`src/rtl/multicycle_ctrl_pkg.sv`:
```
// Shared encodings for the multicycle RISC-V control unit: opcodes, FSM states,
// instruction classes, immediate/write-back selectors and trap codes.
package riscv_pkg;

  localparam logic [6:0] OP_R      = 7'b0110011;
  localparam logic [6:0] OP_IALU   = 7'b0010011;
  localparam logic [6:0] OP_LOAD   = 7'b0000011;
  localparam logic [6:0] OP_STORE  = 7'b0100011;
  localparam logic [6:0] OP_BRANCH = 7'b1100011;
  localparam logic [6:0] OP_JAL    = 7'b1101111;
  localparam logic [6:0] OP_AUIPC  = 7'b0010111;

  typedef enum logic [2:0] {
    S_IDLE, S_FETCH, S_DECODE, S_EXEC, S_MEM, S_WB, S_TRAP
  } state_e;

  typedef enum logic [2:0] {
    CLS_R, CLS_IALU, CLS_LOAD, CLS_STORE, CLS_BRANCH, CLS_JAL, CLS_AUIPC, CLS_ILLEGAL
  } cls_e;

  typedef enum logic [2:0] {
    IMM_I    = 3'd0,
    IMM_S    = 3'd1,
    IMM_B    = 3'd2,
    IMM_J    = 3'd3,
    IMM_U    = 3'd4,
    IMM_NONE = 3'd7
  } imm_e;

  typedef enum logic [1:0] {
    WB_ALU  = 2'd0,
    WB_LOAD = 2'd1,
    WB_PC4  = 2'd2
  } wb_e;

  localparam logic [1:0] ERR_NONE    = 2'd0;
  localparam logic [1:0] ERR_ILLEGAL = 2'd1;
  localparam logic [1:0] ERR_IMEM    = 2'd2;
  localparam logic [1:0] ERR_DMEM    = 2'd3;

  function automatic wb_e wb_sel_of(cls_e cls);
    case (cls)
      CLS_LOAD: return WB_LOAD;
      CLS_JAL:  return WB_PC4;
      default:  return WB_ALU;
    endcase
  endfunction

endpackage

```
`src/rtl/multicycle_ctrl_if.sv`:
```
// Handshake and datapath-control bundle between the control unit (master)
// and the datapath/memories (slave).
interface multicycle_ctrl_if;
  logic [31:0] inst_code;
  logic        imem_req;
  logic        imem_ack;
  logic        dmem_req;
  logic        dmem_we;
  logic        dmem_ack;
  logic        branch_taken;
  logic        ir_we;
  logic [2:0]  imm_sel;
  logic        alu_src_imm;
  logic        rf_we;
  logic        pc_we;
  logic        pc_sel;
  logic [1:0]  wb_sel;
  logic        trap;
  logic [1:0]  err_code;
  logic [31:0] instret;

  modport master (
    input  inst_code, imem_ack, dmem_ack, branch_taken,
    output imem_req, dmem_req, dmem_we, ir_we, imm_sel, alu_src_imm,
           rf_we, pc_we, pc_sel, wb_sel, trap, err_code, instret
  );

  modport slave (
    output inst_code, imem_ack, dmem_ack, branch_taken,
    input  imem_req, dmem_req, dmem_we, ir_we, imm_sel, alu_src_imm,
           rf_we, pc_we, pc_sel, wb_sel, trap, err_code, instret
  );
endinterface

```
`src/rtl/multicycle_ctrl_opcode_decode.sv`:
```
// Combinational opcode classifier: instruction class plus the immediate format
// the datapath must use for the rest of the instruction.
module opcode_decode
  import riscv_pkg::*;
(
  input  logic [6:0] opcode,
  output cls_e       cls,
  output imm_e       imm_sel
);

  always_comb begin
    cls     = CLS_ILLEGAL;
    imm_sel = IMM_NONE;
    case (opcode)
      OP_R:      begin cls = CLS_R;      imm_sel = IMM_NONE; end
      OP_IALU:   begin cls = CLS_IALU;   imm_sel = IMM_I;    end
      OP_LOAD:   begin cls = CLS_LOAD;   imm_sel = IMM_I;    end
      OP_STORE:  begin cls = CLS_STORE;  imm_sel = IMM_S;    end
      OP_BRANCH: begin cls = CLS_BRANCH; imm_sel = IMM_B;    end
      OP_JAL:    begin cls = CLS_JAL;    imm_sel = IMM_J;    end
      OP_AUIPC:  begin cls = CLS_AUIPC;  imm_sel = IMM_U;    end
      default:   begin cls = CLS_ILLEGAL; imm_sel = IMM_NONE; end
    endcase
  end

endmodule

```
`src/rtl/multicycle_ctrl.sv`:
```
// Multicycle control FSM: FETCH/DECODE/EXEC/MEM/WB sequencing with bounded
// memory waits, sticky trap reporting and a retired-instruction counter.
module multicycle_ctrl
  import riscv_pkg::*;
#(
  parameter int TIMEOUT = 15
) (
  input  logic              clk,
  input  logic              rst,
  multicycle_ctrl_if.master bus
);

  localparam logic [3:0] TO_LAST = 4'(TIMEOUT - 1);

  state_e     state;
  state_e     nxt;
  logic [3:0] wait_cnt;
  logic [6:0] ir_op;
  cls_e       cls;
  imm_e       dec_imm;
  logic       wb_pc_we;
  logic       jal_pc_sel;
  logic       timed_out;
  logic       unused_inst_bits;

  opcode_decode u_decode (
    .opcode  (ir_op),
    .cls     (cls),
    .imm_sel (dec_imm)
  );

  assign timed_out = (wait_cnt == TO_LAST);
  // Operand and function fields are consumed by the datapath, not here.
  assign unused_inst_bits = ^bus.inst_code[31:7];

  always_comb begin
    nxt = state;
    case (state)
      S_IDLE:   nxt = S_FETCH;
      S_FETCH: begin
        if (bus.imem_ack)   nxt = S_DECODE;
        else if (timed_out) nxt = S_TRAP;
      end
      S_DECODE: nxt = (cls == CLS_ILLEGAL) ? S_TRAP : S_EXEC;
      S_EXEC: begin
        case (cls)
          CLS_BRANCH:          nxt = S_FETCH;
          CLS_LOAD, CLS_STORE: nxt = S_MEM;
          default:             nxt = S_WB;
        endcase
      end
      S_MEM: begin
        if (bus.dmem_ack)   nxt = (cls == CLS_STORE) ? S_FETCH : S_WB;
        else if (timed_out) nxt = S_TRAP;
      end
      S_WB:     nxt = S_FETCH;
      S_TRAP:   nxt = S_TRAP;
      default:  nxt = S_IDLE;
    endcase
  end

  // Ack- and branch-dependent strobes cannot be known a cycle early, so they
  // are combined with the registered WB terms here; rst masks them.
  assign bus.ir_we  = !rst && (state == S_FETCH) && bus.imem_ack;
  assign bus.pc_we  = wb_pc_we ||
                      (!rst && (((state == S_EXEC) && (cls == CLS_BRANCH)) ||
                                ((state == S_MEM) && (cls == CLS_STORE) && bus.dmem_ack)));
  assign bus.pc_sel = jal_pc_sel ||
                      (!rst && (state == S_EXEC) && (cls == CLS_BRANCH) && bus.branch_taken);

  always_ff @(posedge clk) begin
    if ((state == S_FETCH) && bus.imem_ack) ir_op <= bus.inst_code[6:0];
    if (rst) begin
      state           <= S_IDLE;
      wait_cnt        <= '0;
      bus.instret     <= '0;
      bus.trap        <= 1'b0;
      bus.err_code    <= ERR_NONE;
      bus.imem_req    <= 1'b0;
      bus.dmem_req    <= 1'b0;
      bus.dmem_we     <= 1'b0;
      bus.alu_src_imm <= 1'b0;
      bus.rf_we       <= 1'b0;
      bus.wb_sel      <= WB_ALU;
      bus.imm_sel     <= IMM_I;
      wb_pc_we        <= 1'b0;
      jal_pc_sel      <= 1'b0;
    end else begin
      state <= nxt;
      if ((nxt != state) && ((nxt == S_FETCH) || (nxt == S_MEM)))
        wait_cnt <= '0;
      else if ((state == S_FETCH) || (state == S_MEM))
        wait_cnt <= wait_cnt + 4'd1;
      if (bus.pc_we) bus.instret <= bus.instret + 32'd1;

      // Outputs are registered against the state being entered.
      bus.imem_req    <= (nxt == S_FETCH);
      bus.dmem_req    <= (nxt == S_MEM);
      bus.dmem_we     <= (nxt == S_MEM) && (cls == CLS_STORE);
      bus.alu_src_imm <= (nxt == S_EXEC) && !((cls == CLS_R) || (cls == CLS_BRANCH));
      bus.rf_we       <= (nxt == S_WB);
      wb_pc_we        <= (nxt == S_WB);
      jal_pc_sel      <= (nxt == S_WB) && (cls == CLS_JAL);
      bus.wb_sel      <= (nxt == S_WB) ? wb_sel_of(cls) : WB_ALU;
      bus.imm_sel     <= ((nxt == S_EXEC) || (nxt == S_MEM) || (nxt == S_WB)) ? dec_imm : IMM_I;
      bus.trap        <= (nxt == S_TRAP);
      if ((nxt == S_TRAP) && (state != S_TRAP))
        bus.err_code <= (state == S_FETCH) ? ERR_IMEM :
                        (state == S_MEM)   ? ERR_DMEM : ERR_ILLEGAL;
    end
  end

endmodule

```
`src/flat_wrapper.sv`:
```
// flat-port wrapper written by rule: the top's interface ports become plain ports
module multicycle_ctrl_flat import riscv_pkg::*;
#(
  parameter int TIMEOUT = 15
)
  (clk, rst, bus_inst_code, bus_imem_ack, bus_dmem_ack, bus_branch_taken, bus_imem_req, bus_dmem_req, bus_dmem_we, bus_ir_we, bus_imm_sel, bus_alu_src_imm, bus_rf_we, bus_pc_we, bus_pc_sel, bus_wb_sel, bus_trap, bus_err_code, bus_instret);
  multicycle_ctrl_if bus_i ();
  input  logic clk;
  input  logic rst;
  input wire logic [$bits(bus_i.inst_code)-1:0] bus_inst_code;
  input wire logic [$bits(bus_i.imem_ack)-1:0] bus_imem_ack;
  input wire logic [$bits(bus_i.dmem_ack)-1:0] bus_dmem_ack;
  input wire logic [$bits(bus_i.branch_taken)-1:0] bus_branch_taken;
  output wire logic [$bits(bus_i.imem_req)-1:0] bus_imem_req;
  output wire logic [$bits(bus_i.dmem_req)-1:0] bus_dmem_req;
  output wire logic [$bits(bus_i.dmem_we)-1:0] bus_dmem_we;
  output wire logic [$bits(bus_i.ir_we)-1:0] bus_ir_we;
  output wire logic [$bits(bus_i.imm_sel)-1:0] bus_imm_sel;
  output wire logic [$bits(bus_i.alu_src_imm)-1:0] bus_alu_src_imm;
  output wire logic [$bits(bus_i.rf_we)-1:0] bus_rf_we;
  output wire logic [$bits(bus_i.pc_we)-1:0] bus_pc_we;
  output wire logic [$bits(bus_i.pc_sel)-1:0] bus_pc_sel;
  output wire logic [$bits(bus_i.wb_sel)-1:0] bus_wb_sel;
  output wire logic [$bits(bus_i.trap)-1:0] bus_trap;
  output wire logic [$bits(bus_i.err_code)-1:0] bus_err_code;
  output wire logic [$bits(bus_i.instret)-1:0] bus_instret;
  assign bus_i.inst_code = bus_inst_code;
  assign bus_i.imem_ack = bus_imem_ack;
  assign bus_i.dmem_ack = bus_dmem_ack;
  assign bus_i.branch_taken = bus_branch_taken;
  assign bus_imem_req = bus_i.imem_req;
  assign bus_dmem_req = bus_i.dmem_req;
  assign bus_dmem_we = bus_i.dmem_we;
  assign bus_ir_we = bus_i.ir_we;
  assign bus_imm_sel = bus_i.imm_sel;
  assign bus_alu_src_imm = bus_i.alu_src_imm;
  assign bus_rf_we = bus_i.rf_we;
  assign bus_pc_we = bus_i.pc_we;
  assign bus_pc_sel = bus_i.pc_sel;
  assign bus_wb_sel = bus_i.wb_sel;
  assign bus_trap = bus_i.trap;
  assign bus_err_code = bus_i.err_code;
  assign bus_instret = bus_i.instret;
  multicycle_ctrl #(.TIMEOUT(TIMEOUT)) u_core (.clk(clk), .rst(rst), .bus(bus_i));
endmodule
```
`config.mk`:
```
export PLATFORM = sky130hd
export DESIGN_NAME = multicycle_ctrl_flat
export DESIGN_NICKNAME = d
export VERILOG_FILES = /design/src/rtl/multicycle_ctrl_pkg.sv /design/src/rtl/multicycle_ctrl_if.sv /design/src/rtl/multicycle_ctrl_opcode_decode.sv /design/src/rtl/multicycle_ctrl.sv /design/src/flat_wrapper.sv
export SDC_FILE = /design/constraint.sdc
export NUM_CORES = 1
export LEC_CHECK = 0
export BUFFER_PORTS_ARGS = -buffer_cell sky130_fd_sc_hd__buf_2
export CORE_AREA = 2 2 102 104
export DETAILED_ROUTE_END_ITERATION = 12
export DIE_AREA = 0 0 104 106
export GPL_TIMING_DRIVEN = 0
export HOLD_SLACK_MARGIN = 0.12
export MAX_ROUTING_LAYER = met4
export PLACE_DENSITY = 0.48
export SLEW_MARGIN = 20
export SYNTH_ARGS = -nofsm -noshare
export SYNTH_HDL_FRONTEND = slang
export SYNTH_SLANG_ARGS = --single-unit
```
`constraint.sdc`:
```
create_clock -name clk -period 2.9 [get_ports clk]
set_clock_uncertainty 0.05 [all_clocks]
set_input_delay 0.58 -clock clk [delete_from_list [all_inputs] [get_ports clk]]
set_output_delay 0.58 -clock clk [all_outputs]
set_load 0.02 [all_outputs]
```
==> impl_metrics.yaml <==
cts:
  clock_latency_ns: 0.34
  cts_tree: "yes"
  path_clk_slew_ns: 0.07
  hold_buffers: 0
  numCtsBuffers: 9
  cts-htree-levels: 3
  cts-root-buf: "clkbuf_8"
  cts_sinks: 60
  clockBufferDepth: 2
global_routing:
  use_met3: 0.0429
  grt_pass1_vias: 2663
  grt_usage: 0.152
  gr-usage-met1: 0.185
  grt_pass1_wl_um: 13000
  grt_overflow_total: 0
  grt.busiest_layer: "met2"
  antenna_found_initial: 0
  globalRouteMet2Util: 0.240
  grt_start_max_net_pins: 12
critical_path:
  worstPathMaxFanout: 3
  cp.arrival_ns: 2.27
  timing.rr.end: "u_core.bus.instret[17]"
  r2r_setup_slack_ns: 0.17
  critPathRequiredTime_ns: 2.27
  end_kind: "output pin"
  crit_type: "flip-flop to output pin"
  cp-start-kind: "flip-flop"
  reg2regPathDepth: 8
  r2r_start: "u_core.ir_op[6]"
sta:
  maxSlewHeadroom: 0.510
  finalSetupViolations: 1
  setup_ws_ns: -0.00445
  rsz0062_at_grt: "yes"
  layout_min_cycle_time_ns: 2.90
  drv_slew: 0
  finalCritPeriodShare: 1.00
  max_freq_mhz: 344
  hold_viol: 0
  worstMarginPinSlew_ns: 0.728
power:
  ir_worst_vdd_mv: 0.222
  leakagePower_nw: 1.50
  p_per_area_mw_per_mm2: 497
worst_hold_path:
  hold_class: "input port to flip-flop"
  min-delay-start: "bus_inst_code[5]"
  hold_depth: 1
  min_to: "u_core.ir_op[5]"
finish:
  postLayoutCoreUtil: 0.366
  antenna_cells: 0
  num-fill-cells: 1075
  drive_above_1_share: 0.228
  nets: 447
  final_common_cell: "buf_2"
  final_cell_mix: "buf_2, dfxtp_1, nor2_1, xor2_1"
  design_area_mm2: 0.00366
  area_growth_pct: 24.7
synthesis:
  ys_seq_area_frac: 0.433
  synth_edf_count: 7
  syn_area_per_cell_um2: 8.83
  ys_types: 52
  netlist_area_mm2: 0.00293
  async_flop_share: 0
  yosys_warnings: 0
  synthesis.instances: 332
  syn_nets: 372
  synth_flop_cell: "dfxtp_1"
  yosys_register_bits: 60
die:
  die-height_um: 106
  initial_core_util: 0.293
  ios: 85
  die_w_um: 104
  core-area_mm2: 0.0100
  die_area_mm2: 0.0110
  rows: 37
placement:
  dp_hpwl_um: 5570
  post-place-ws_ns: -0.368
  numPortBuffers: 58
  place.gp.congestion: 0.834
  placed_cell_area_mm2: 0.00340
drt:
  wirelength_um: 7700
  drt_iter0_markers: 110
  drt_pass1_iterations: 4
  num_vias: 2706
  wire_per_inst_um: 14.0
  drc: 0
  vias_per_cell: 4.94
  ant_nets: 0
outcome:
  status: "finished, violations left"
  violations: "setup timing"
flow_run:
  cap_viol_max_count: 0
-- where the power goes --
part	internal [W]	switching, W	total, W	leakage (nW)
clock network	0.000304	0.000340	0.000645	0.0848
registers	0.000875	0.0000253	0.000900	0.493
logic	0.0000986	0.000175	0.000273	0.926
total	0.00128	0.000540	0.00182	1.50
-- flip-flops by register name (all words and copies together), names as in the netlist --
signal                  flops
u_core.bus.wb_sel           2
u_core.bus.alu_src_imm      1
u_core.bus.imem_req         1
u_core.ir_op                7
u_core.wait_cnt             4
u_core.state                3
u_core.bus.dmem_req         1
u_core.bus.instret         32
u_core.bus.imm_sel          3
u_core.jal_pc_sel           1
u_core.bus.rf_we            1
u_core.bus.dmem_we          1
u_core.bus.err_code         2
u_core.bus.trap             1
-- layout make-up --
type	count	area (µm²)	share of cell area
well taps	136	170	0.0465
clock inverters	7	43.8	0.0120
flip-flops and latches	60	1270	0.348
plain buffers	19	82.6	0.0226
clock buffers	9	124	0.0339
multi-input cells	241	1570	0.431
repair buffers	65	349	0.0955
inverters	11	41.3	0.0113
-- worst max-delay path: stages, from the launching register on --
cell      delay, ns
edfxtp_1       0.41
or4b_4         0.53
or3_4          0.35
a211oi_4       0.26
clkbuf_8       0.19
nor2_4         0.04
inv_2          0.07
buf_6          0.11
-- through the flow --
step           cells  setup TNS, ns  hold WS [ns]  power [W]
4_1_cts          548        -0.0903         0.341    0.00186
6_report         548       -0.00445         0.367    0.00182
3_3_place_gp     526          -1.28         0.408    0.00117
2_1_floorplan    332              0         0.460    0.00110
3_5_place_dp     526         -0.671         0.406    0.00118
5_1_grt          548         -0.136         0.344    0.00194
-- how the worst max path moves through the flow --
stage                          startpoint   endpoint  slack (ns)
final                     u_core.ir_op[6]  bus_pc_we      -0.004
after global routing      u_core.ir_op[6]  bus_pc_we       -0.14
after CTS                 u_core.ir_op[6]  bus_pc_we       -0.09
after detailed placement     bus_dmem_ack  bus_pc_we       -0.37
after global placement       bus_dmem_ack  bus_pc_we       -0.38
after floorplan              bus_dmem_ack  bus_pc_we        0.04
-- routing by layer --
layer	part of all wire	routed length, µm
met1	0.46	3560
met2	0.48	3700
met3	0.049	379
met4	0.0077	59
met5	0	0
-- what timing repair did --
action / 4_1_cts / 5_1_grt
pin swaps: 3 / 1
setup buffers: 6 / 1
gates resized for setup: 10 / 0
endpoints found under the setup margin: 5 / 8
-- cell families (layout without fill, tap and decap cells) --
kind of cell,after synthesis,count (layout),share of synthesized area
XOR/XNOR,28,28,0.0836
flip-flops,60,60,0.433
AND/OR/NAND/NOR,129,129,0.233
adder cells (fa/ha/maj),3,3,0.0128
buffers and inverters,31,111,0.0401
AO/OA/AOI/OAI,81,81,0.198
-- synthesized netlist by cell type (2+ instances only) --
cell type   n  area share
and4_1      4       0.012
nand4_1     2      0.0043
o21ai_0    16       0.027
o31a_1      2      0.0060
nor2b_1     3      0.0064
dfxtp_1    53        0.36
o211ai_1    9       0.023
nand2b_1    4      0.0085
a21oi_1    15       0.026
nor3_1      9       0.015
o2111ai_1  13       0.039
or4_1       4       0.010
o221ai_1    3      0.0090
ha_1        3       0.013
edfxtp_1    7       0.072
clkbuf_1   18       0.023
or3_1       8       0.017
nor2_1     43       0.055
xor2_1     27       0.081
o21a_1      3      0.0077
inv_1      11       0.014
nor4_1      3      0.0064
nand4b_1    2      0.0060
and3_1     11       0.023
and2_1      7       0.015
nand3b_1    3      0.0077
nor3b_1     2      0.0051
nand3_1     4      0.0068
nand2_1    16       0.020
o31ai_1     5       0.013
Power figures use the tool's default switching activity.
